### config.mk
export PLATFORM = sky130hd
export DESIGN_NAME = pipeline_hazard_controller
export DESIGN_NICKNAME = d
export VERILOG_FILES = /design/src/rtl/hazard_pkg.sv /design/src/rtl/md_sequencer.sv /design/src/rtl/pipeline_hazard_controller.sv
export SDC_FILE = /design/constraint.sdc
export NUM_CORES = 1
export LEC_CHECK = 0
export ABC_CLOCK_PERIOD_IN_PS = 2500
export BUFFER_PORTS_ARGS = -buffer_cell sky130_fd_sc_hd__buf_2
export CAP_MARGIN = 20
export CORE_ASPECT_RATIO = 1.25
export CORE_MARGIN = 2
export CORE_UTILIZATION = 30
export CTS_CLUSTER_SIZE = 24
export DETAILED_ROUTE_END_ITERATION = 10
export HOLD_SLACK_MARGIN = 0.03
export PLACE_DENSITY = 0.6
export SYNTH_ARGS = -nofsm -noshare
export SYNTH_HDL_FRONTEND = slang
export SYNTH_SLANG_ARGS = --single-unit
### constraint.sdc
create_clock -name clk -period 2.5 [get_ports clk]
set_clock_uncertainty 0.15 [all_clocks]
set_input_delay 0.25 -clock clk [delete_from_list [all_inputs] [get_ports clk]]
set_output_delay 0.25 -clock clk [all_outputs]
set_load 0.02 [all_outputs]
### src/rtl/hazard_pkg.sv
// Shared types, default occupancy constants and the forwarding-select helper
// for the pipeline hazard controller.
package hazard_pkg;

  localparam int MULT_CYCLES_DEF = 4;
  localparam int DIV_CYCLES_DEF  = 32;
  localparam int CNT_W           = 6;

  typedef enum logic [1:0] {
    FWD_RF  = 2'b00,
    FWD_WB  = 2'b01,
    FWD_MEM = 2'b10
  } fwd_sel_t;

  typedef enum logic {
    IDLE = 1'b0,
    RUN  = 1'b1
  } md_state_t;

  // M wins over W: it holds the younger write to the same register.
  function automatic fwd_sel_t fwd_sel(input logic [4:0] src,
                                       input logic       rw_m,
                                       input logic [4:0] wr_m,
                                       input logic       rw_w,
                                       input logic [4:0] wr_w);
    fwd_sel = FWD_RF;
    if (src != 5'd0 && rw_w && src == wr_w) fwd_sel = FWD_WB;
    if (src != 5'd0 && rw_m && src == wr_m) fwd_sel = FWD_MEM;
  endfunction

endpackage

### src/rtl/md_sequencer.sv
// Mult/div occupancy tracker: IDLE/RUN FSM with a 6-bit down-counter.
// md_busy is purely registered state, so md_start never reaches it combinationally.
module md_sequencer
  import hazard_pkg::*;
#(
  parameter int MULT_CYCLES = MULT_CYCLES_DEF,
  parameter int DIV_CYCLES  = DIV_CYCLES_DEF
) (
  input  logic clk,
  input  logic rst_n,
  input  logic md_start,
  input  logic md_div,
  output logic md_busy
);

  localparam logic [CNT_W-1:0] MULT_LOAD = CNT_W'(MULT_CYCLES - 1);
  localparam logic [CNT_W-1:0] DIV_LOAD  = CNT_W'(DIV_CYCLES - 1);

  md_state_t        state, state_nx;
  logic [CNT_W-1:0] cnt, cnt_nx;

  always_ff @(posedge clk or negedge rst_n) begin
    if (!rst_n) begin
      state <= IDLE;
      cnt   <= '0;
    end else begin
      state <= state_nx;
      cnt   <= cnt_nx;
    end
  end

  // A start seen while RUN is dropped; the D-stage stall keeps that from happening.
  always_comb begin
    state_nx = state;
    cnt_nx   = cnt;
    case (state)
      IDLE: if (md_start) begin
        state_nx = RUN;
        cnt_nx   = md_div ? DIV_LOAD : MULT_LOAD;
      end
      RUN: if (cnt == CNT_W'(1)) begin
        state_nx = IDLE;
        cnt_nx   = '0;
      end else begin
        cnt_nx = cnt - CNT_W'(1);
      end
      default: begin
        state_nx = IDLE;
        cnt_nx   = '0;
      end
    endcase
  end

  assign md_busy = (state == RUN);

endmodule

### src/rtl/pipeline_hazard_controller.sv
// Five-stage hazard unit: operand forwarding, load-use / branch / mult-div
// stall detection, plus the mult/div occupancy sequencer.
module pipeline_hazard_controller
  import hazard_pkg::*;
#(
  parameter int MULT_CYCLES = MULT_CYCLES_DEF,
  parameter int DIV_CYCLES  = DIV_CYCLES_DEF
) (
  input  logic       clk,
  input  logic       rst_n,
  input  logic [4:0] rs_d,
  input  logic [4:0] rt_d,
  input  logic       branch_d,
  input  logic       md_use_d,
  input  logic [4:0] rs_e,
  input  logic [4:0] rt_e,
  input  logic [4:0] write_reg_e,
  input  logic       reg_write_e,
  input  logic       mem_to_reg_e,
  input  logic [4:0] write_reg_m,
  input  logic [4:0] write_reg_w,
  input  logic       reg_write_m,
  input  logic       mem_to_reg_m,
  input  logic       reg_write_w,
  input  logic       md_start_e,
  input  logic       md_div_e,
  output logic       stall_f,
  output logic       stall_d,
  output logic       flush_e,
  output logic [1:0] fwd_a_e,
  output logic [1:0] fwd_b_e,
  output logic       fwd_a_d,
  output logic       fwd_b_d,
  output logic       md_busy
);

  logic lw_stall, br_stall, md_stall, stall;
  logic e_hits_d, m_hits_d;

  assign fwd_a_e = fwd_sel(rs_e, reg_write_m, write_reg_m, reg_write_w, write_reg_w);
  assign fwd_b_e = fwd_sel(rt_e, reg_write_m, write_reg_m, reg_write_w, write_reg_w);

  assign fwd_a_d = (rs_d != 5'd0) && reg_write_m && (rs_d == write_reg_m);
  assign fwd_b_d = (rt_d != 5'd0) && reg_write_m && (rt_d == write_reg_m);

  assign lw_stall = mem_to_reg_e && (rt_e != 5'd0) && ((rs_d == rt_e) || (rt_d == rt_e));

  // Branch compares in D, so an ALU result still in E or a load still in M
  // cannot be forwarded in time.
  assign e_hits_d = reg_write_e && (write_reg_e != 5'd0) &&
                    ((write_reg_e == rs_d) || (write_reg_e == rt_d));
  assign m_hits_d = mem_to_reg_m && (write_reg_m != 5'd0) &&
                    ((write_reg_m == rs_d) || (write_reg_m == rt_d));
  assign br_stall = branch_d && (e_hits_d || m_hits_d);

  assign md_stall = md_use_d && md_busy;

  assign stall   = lw_stall | br_stall | md_stall;
  assign stall_f = stall;
  assign stall_d = stall;
  assign flush_e = stall;

  md_sequencer #(
    .MULT_CYCLES (MULT_CYCLES),
    .DIV_CYCLES  (DIV_CYCLES)
  ) u_md_seq (
    .clk      (clk),
    .rst_n    (rst_n),
    .md_start (md_start_e),
    .md_div   (md_div_e),
    .md_busy  (md_busy)
  );

endmodule

After elaboration in Yosys (flattened, before gate mapping)

Cells that the tools add are included.

Add/sub/neg operators: 1
Equality and inequality tests: 14
Muxes and demuxes: 11
Bitwise logic cells: 3
Reduce and logical (&&, ||, !) cells: 30

Operators by type and width:

| operator                                                               | number |
|---|---|
| 5-bit equality test                                                    | 12 |
| 5-bit nonzero test                                                     | 6 |
| 1-bit logical AND                                                      | 20 |
| 6-bit 2-to-1 mux                                                       | 2 |
| 6-bit case mux with 2 select lines                                     | 1 |
| 6-bit by 1-bit equality test with 1-bit output (second input constant) | 1 |
| 6-bit by 1-bit subtractor with 6-bit output (second input constant)    | 1 |
| 5-bit 2-to-1 mux                                                       | 1 |
| 1-bit logical OR                                                       | 4 |
| 1-bit 2-to-1 mux                                                       | 4 |
| 2-bit 2-to-1 mux                                                       | 2 |
| 2-bit inequality test (second input constant)                          | 1 |
| 1-bit OR                                                               | 2 |
| 1-bit case mux with 2 select lines                                     | 1 |
| 1-bit NOT                                                              | 1 |

Register bits after elaboration: 7
Input port bits: 46
Output and inout port bits: 10
Logic and storage cells: 61

Logic depth before layout (Yosys ltp)

Word-level depth: 7
Depth in mapped cells: 7

By module

Synthesis repeated with hierarchy kept, for this count alone.

Cells, all modules: 144
Area total of the unflattened synthesis: 1189.9 µm²

Modules (own cells, without submodules):

| module                     | times used | cells an instance | area an instance (µm²) | sequential area each (µm²) |
|---|---|---|---|---|
| pipeline_hazard_controller | 1          | 102               | 787.0                  | 0.0 |
| md_sequencer               | 1          | 42                | 402.9                  | 175.2 |

Worst setup path before layout

OpenSTA, ideal clock, no wires.

Path type: input to output
Start point: input port rs_e[1]
End point: output port fwd_a_e[0]
Arrival time: 1.757 ns
Data required time: 2.100 ns
Setup slack: 0.343 ns
Stages on the path: 4
Cells stage by stage: or4_1 -> nor2_1 -> nor4_1 -> nor4_1

Cells in the longest elaborated chain, start to end: 5

Ends and longest elaborated chain:

| element                         | line                               | source |
|---|---|---|
| start, declared                 | pipeline_hazard_controller.sv:15   | `input logic [4:0] rs_e,` |
| 5-bit nonzero test              | hazard_pkg.sv:27, hazard_pkg.sv:28 |  |
| 1-bit logical AND (2 in series) | hazard_pkg.sv:27                   | `if (src != 5'd0 && rw_w && src == wr_w) fwd_sel = FWD_WB;` |
| 1-bit 2-to-1 mux                | hazard_pkg.sv:27                   |  |
| 2-bit 2-to-1 mux (*)            | hazard_pkg.sv:28                   | `if (src != 5'd0 && rw_m && src == wr_m) fwd_sel = FWD_MEM;` |
| end, declared                   | pipeline_hazard_controller.sv:30   | `output logic [1:0] fwd_a_e,` |

Every way passes the cells marked *; elsewhere a longest branch is shown, timed or not.

Worst setup path in the final report

Start point: input port rt_e[1]
End point: output port fwd_b_e[0]

Cells in the longest elaborated chain, start to end: 5

Ends and longest elaborated chain:

| element                         | line                               | source |
|---|---|---|
| start, declared                 | pipeline_hazard_controller.sv:16   | `input logic [4:0] rt_e,` |
| 5-bit nonzero test              | hazard_pkg.sv:27, hazard_pkg.sv:28 |  |
| 1-bit logical AND (2 in series) | hazard_pkg.sv:27                   |  |
| 1-bit 2-to-1 mux                | hazard_pkg.sv:27                   |  |
| 2-bit 2-to-1 mux (*)            | hazard_pkg.sv:28                   |  |
| end, declared                   | pipeline_hazard_controller.sv:31   | `output logic [1:0] fwd_b_e,` |

Marked as above.

==> results.md <==
* Result of the run: completed
* Number of iterations in the first detailed-routing pass at 4
* TNS Setup at 0 ps
* Die Y-Extent at 73.9 um
* Number of DRC markers after the initial detailed-route iteration at 25
* Initial antenna violation count at 0
* Critical path peak fanout at 5
* Cell Rows at 25
* Slew of the pin with the lowest slew margin at 460 ps
* Net Count, Synth at 191
* Max stage delay cell, worst path: sky130_fd_sc_hd__or4_4
* Number of max-slew violations in the final report at 0
* Number of nets in the finished design at 238
* WP data required at 2100 ps
* Setup repair after global routing missed its margin: false
* Type of the worst setup path: input port to output port
* Clock sink total at 7
* Highest routed metal layer: met4
* Sequential area share after synthesis at 0.150
* Wire length on met1 at 1300 um
* Drc violations at 0
* Part of the cycle the worst path needs at 0.791
* Wire length per cell after detailed routing at 13.1 um
* Number of flip-flops and latches in the synthesized netlist at 7
* Gate count of the mapped netlist at 143
* Vias per inst at 5.00
* Overall Global Routing Usage at 0.139
* Floorplan die area at 4420 um2
* FILL cells at 390
* Max clock buf depth at 2
* Count of flip-flops with a built-in enable after synthesis at 0
* Startpoint class of the critical path: input port
* Clock network latency to the later pin of the worst-skew pair at 220 ps
* H-tree lvl count at 1
* Area added between synthesis and finish at 24.1%
* Antenna Violating Nets Remaining at 0
* Via count at 1146
* TritonCTS clock tree: done
* Weighted congestion reported at the end of routability-driven placement at 0.820
* Total overflow reported by the global router at 0
* Distinct cell type count after synthesis at 32
* # diodes at 0
* Width of the chip at 59.9 um
* Final hold violation count at 0
* Fraction of registers with async set or reset after synthesis at 1.00
* Wire length of the first global-routing pass at 4890 um
* Pin count of the biggest net entering global routing at 17
* Critical path arrival at 1580 ps
* Netlist Area Pre-Place at 1170 um2
* Port buffer count at 55
* Upper clock frequency limit at 0.506 GHz
* Slew margin rel. at 0.693
* Critical path buffer and inverter count at 2
* Peak supply drop at 0.525 mV
* Cell leakage power at 0.593 nW
* Mean area per synthesized cell at 8.19 um2
* Top-level I/O count at 56
* Total power of the final layout at 849 uW
* Number of buffers added by the clock tree synthesis step at 3
* Detailed placement HPWL at 2550 um
* Series of cell instances along the critical path: buf_2 > or4_4 > nor2_4 > nor4_2 > nor4_2 > buf_2
* Primary flip-flop cell chosen by synthesis mapping: sky130_fd_sc_hd__dfrtp_1
* Total length of routed met3 wires at 125 um
* Kind of end point of the critical path: output port
* Number of setup violations in the final report at 0
* Starting utilization of the core area at 0.312
* Delay of the slowest critical-path stage at 560 ps
* Core area at 3750 um2
* Family of cells with the greatest summed delay on the critical path: simple AND/OR/NAND/NOR gates
* Kind of path behind the tightest hold check: input port to register
* Fin crit period at 1980 ps
* Detailed-route wire length at 3000 um
* Number of global-route vias before repair at 1126
* Pwr per Cell Area at 584 nW/um2
* Number of warnings printed during yosys synthesis at 0
* Proportion of layout cells with a drive suffix above 1 at 0.328
* MaxCap Viol Count at 0
* Clock tree root driver cell: sky130_fd_sc_hd__clkbuf_8
* Met2 wire length at 1560 um
* Register clock-pin slew on the reported worst setup and hold paths at 40 ps
-- flip-flops by register name, summed over array words and instances, names as in the netlist --
name / count
u_md_seq.cnt: 6
u_md_seq.md_busy: 1
-- where the power goes --
part | internal [mW] | switching, mW | total, mW
Clock | 0.110 | 0.0466 | 0.157
Sequential | 0.170 | 0.0865 | 0.257
Combinational | 0.212 | 0.224 | 0.436
-- stage by stage --
stage	cell area, um2	cells	utilization	hold WS, ps	setup WS, ps
floorplan	1170	143	-	-196	343
global placement	1400	224	0.373	-57.5	523
detailed placement	1400	224	0.373	-57.4	512
CTS	1450	229	0.387	170	512
global route	1450	229	0.387	220	434
finish	1450	229	0.387	169	522
-- cell type report --
class | instances | area (um2) | area share
inverter | 2 | 7.51 | 0.00516
multi-input combinational | 120 | 891 | 0.613
clock buffer | 4 | 45.0 | 0.0310
timing repair buffer | 56 | 285 | 0.196
tap | 40 | 50.0 | 0.0344
sequential | 7 | 175 | 0.120
-- worst register-to-register path: stages (launching register included) --
cell and delay [ps]:
sky130_fd_sc_hd__dfrtp_1 430, sky130_fd_sc_hd__or3_1 410, sky130_fd_sc_hd__o31a_1 250, sky130_fd_sc_hd__o21ai_1 120, sky130_fd_sc_hd__o41ai_1 90
-- synth_stat cells (2+ instances only) --
cell type / count / area [um2]
sky130_fd_sc_hd__xnor2_1: 40 / 350
sky130_fd_sc_hd__xor2_1: 12 / 105
sky130_fd_sc_hd__nor3_1: 9 / 45.0
sky130_fd_sc_hd__nand2_1: 8 / 30.0
sky130_fd_sc_hd__dfrtp_1: 7 / 175
sky130_fd_sc_hd__buf_4: 6 / 45.0
sky130_fd_sc_hd__nand3_1: 6 / 30.0
sky130_fd_sc_hd__nand4_1: 6 / 37.5
sky130_fd_sc_hd__clkbuf_1: 5 / 18.8
sky130_fd_sc_hd__nor2_1: 5 / 18.8
sky130_fd_sc_hd__buf_6: 3 / 33.8
sky130_fd_sc_hd__o21ai_1: 3 / 15.0
sky130_fd_sc_hd__o22ai_1: 3 / 18.8
sky130_fd_sc_hd__or3_1: 3 / 18.8
sky130_fd_sc_hd__a21oi_1: 2 / 10.0
sky130_fd_sc_hd__ha_1: 2 / 25.0
sky130_fd_sc_hd__inv_1: 2 / 7.51
sky130_fd_sc_hd__mux2i_1: 2 / 20.0
sky130_fd_sc_hd__nor4_1: 2 / 12.5
sky130_fd_sc_hd__nor4_2: 2 / 25.0
sky130_fd_sc_hd__o2111ai_1: 2 / 17.5
sky130_fd_sc_hd__o311a_1: 2 / 20.0
sky130_fd_sc_hd__or4_1: 2 / 15.0
-- timing repair --
action,4_1_cts,5_1_grt
gates resized for setup,0,0
hold endpoints to repair,7,0
buffers inserted,0,0
hold buffers,1,0
-- layer usage --
| layer | vias to the layer above | track usage |
|---|---|---|
| met2 | 35 | 0.264 |
| met4 | 0 | 0.0370 |
| met5 | - | 0 |
| met3 | 2 | 0.00528 |
| li1 | 588 | - |
| met1 | 521 | 0.164 |
-- path summary, 6_finish.rpt --
| path | start | to | slack (ps) | cells after the start |
|---|---|---|---|---|
| worst max-delay path | rt_e[1] | fwd_b_e[0] | 520 | 6 |
| worst min-delay path | md_div_e | u_md_seq.cnt[4]$_DFFE_PN0P_ | 170 | 3 |
| worst max register to register | u_md_seq.cnt[2]$_DFFE_PN0P_ | u_md_seq.cnt[5]$_DFFE_PN0P_ | 920 | 4 |
| worst min register to register | u_md_seq.cnt[5]$_DFFE_PN0P_ | u_md_seq.cnt[5]$_DFFE_PN0P_ | 370 | 2 |
| max in group asynchronous | rst_n | u_md_seq.md_busy$_DFF_PN0_ | 1810 | 2 |
| min in group asynchronous | rst_n | u_md_seq.cnt[3]$_DFFE_PN0P_ | 240 | 2 |
-- layout by cell type (no fill, tap or decap) --
cell	count
sky130_fd_sc_hd__o311a_1	2
sky130_fd_sc_hd__buf_2	55
sky130_fd_sc_hd__o211ai_1	1
sky130_fd_sc_hd__xor2_1	12
sky130_fd_sc_hd__clkbuf_8	3
sky130_fd_sc_hd__o41ai_1	1
sky130_fd_sc_hd__nor4_1	2
sky130_fd_sc_hd__nand2b_1	1
sky130_fd_sc_hd__o21ai_1	3
sky130_fd_sc_hd__nor3_1	9
sky130_fd_sc_hd__dlygate4sd3_1	1
sky130_fd_sc_hd__dfrtp_1	7
sky130_fd_sc_hd__nand4_1	6
sky130_fd_sc_hd__or3_1	3
sky130_fd_sc_hd__or4_4	1
sky130_fd_sc_hd__ha_1	2
sky130_fd_sc_hd__clkbuf_1	1
sky130_fd_sc_hd__mux2i_1	2
sky130_fd_sc_hd__o2111ai_1	2
sky130_fd_sc_hd__nor2_1	5
sky130_fd_sc_hd__o221ai_1	1
sky130_fd_sc_hd__nor2_4	1
sky130_fd_sc_hd__nand3_1	6
sky130_fd_sc_hd__xnor2_1	40
sky130_fd_sc_hd__nand2_1	8
sky130_fd_sc_hd__inv_1	2
sky130_fd_sc_hd__a21oi_1	2
sky130_fd_sc_hd__o31a_1	1
sky130_fd_sc_hd__o22ai_1	3
sky130_fd_sc_hd__a31oi_1	1
sky130_fd_sc_hd__a21boi_1	1
sky130_fd_sc_hd__or4_1	2
sky130_fd_sc_hd__nor4_2	2
-- logic make-up after synthesis --
kind of cell | after synthesis | synth area share
mux | 2 | 0.0171
xor+xnor | 52 | 0.389
flops | 7 | 0.150
simple gates | 46 | 0.223
buf+inv | 16 | 0.0897
fa+ha+maj | 2 | 0.0214
compound gates | 18 | 0.110
No activity file was read; power rests on OpenSTA's default activity.
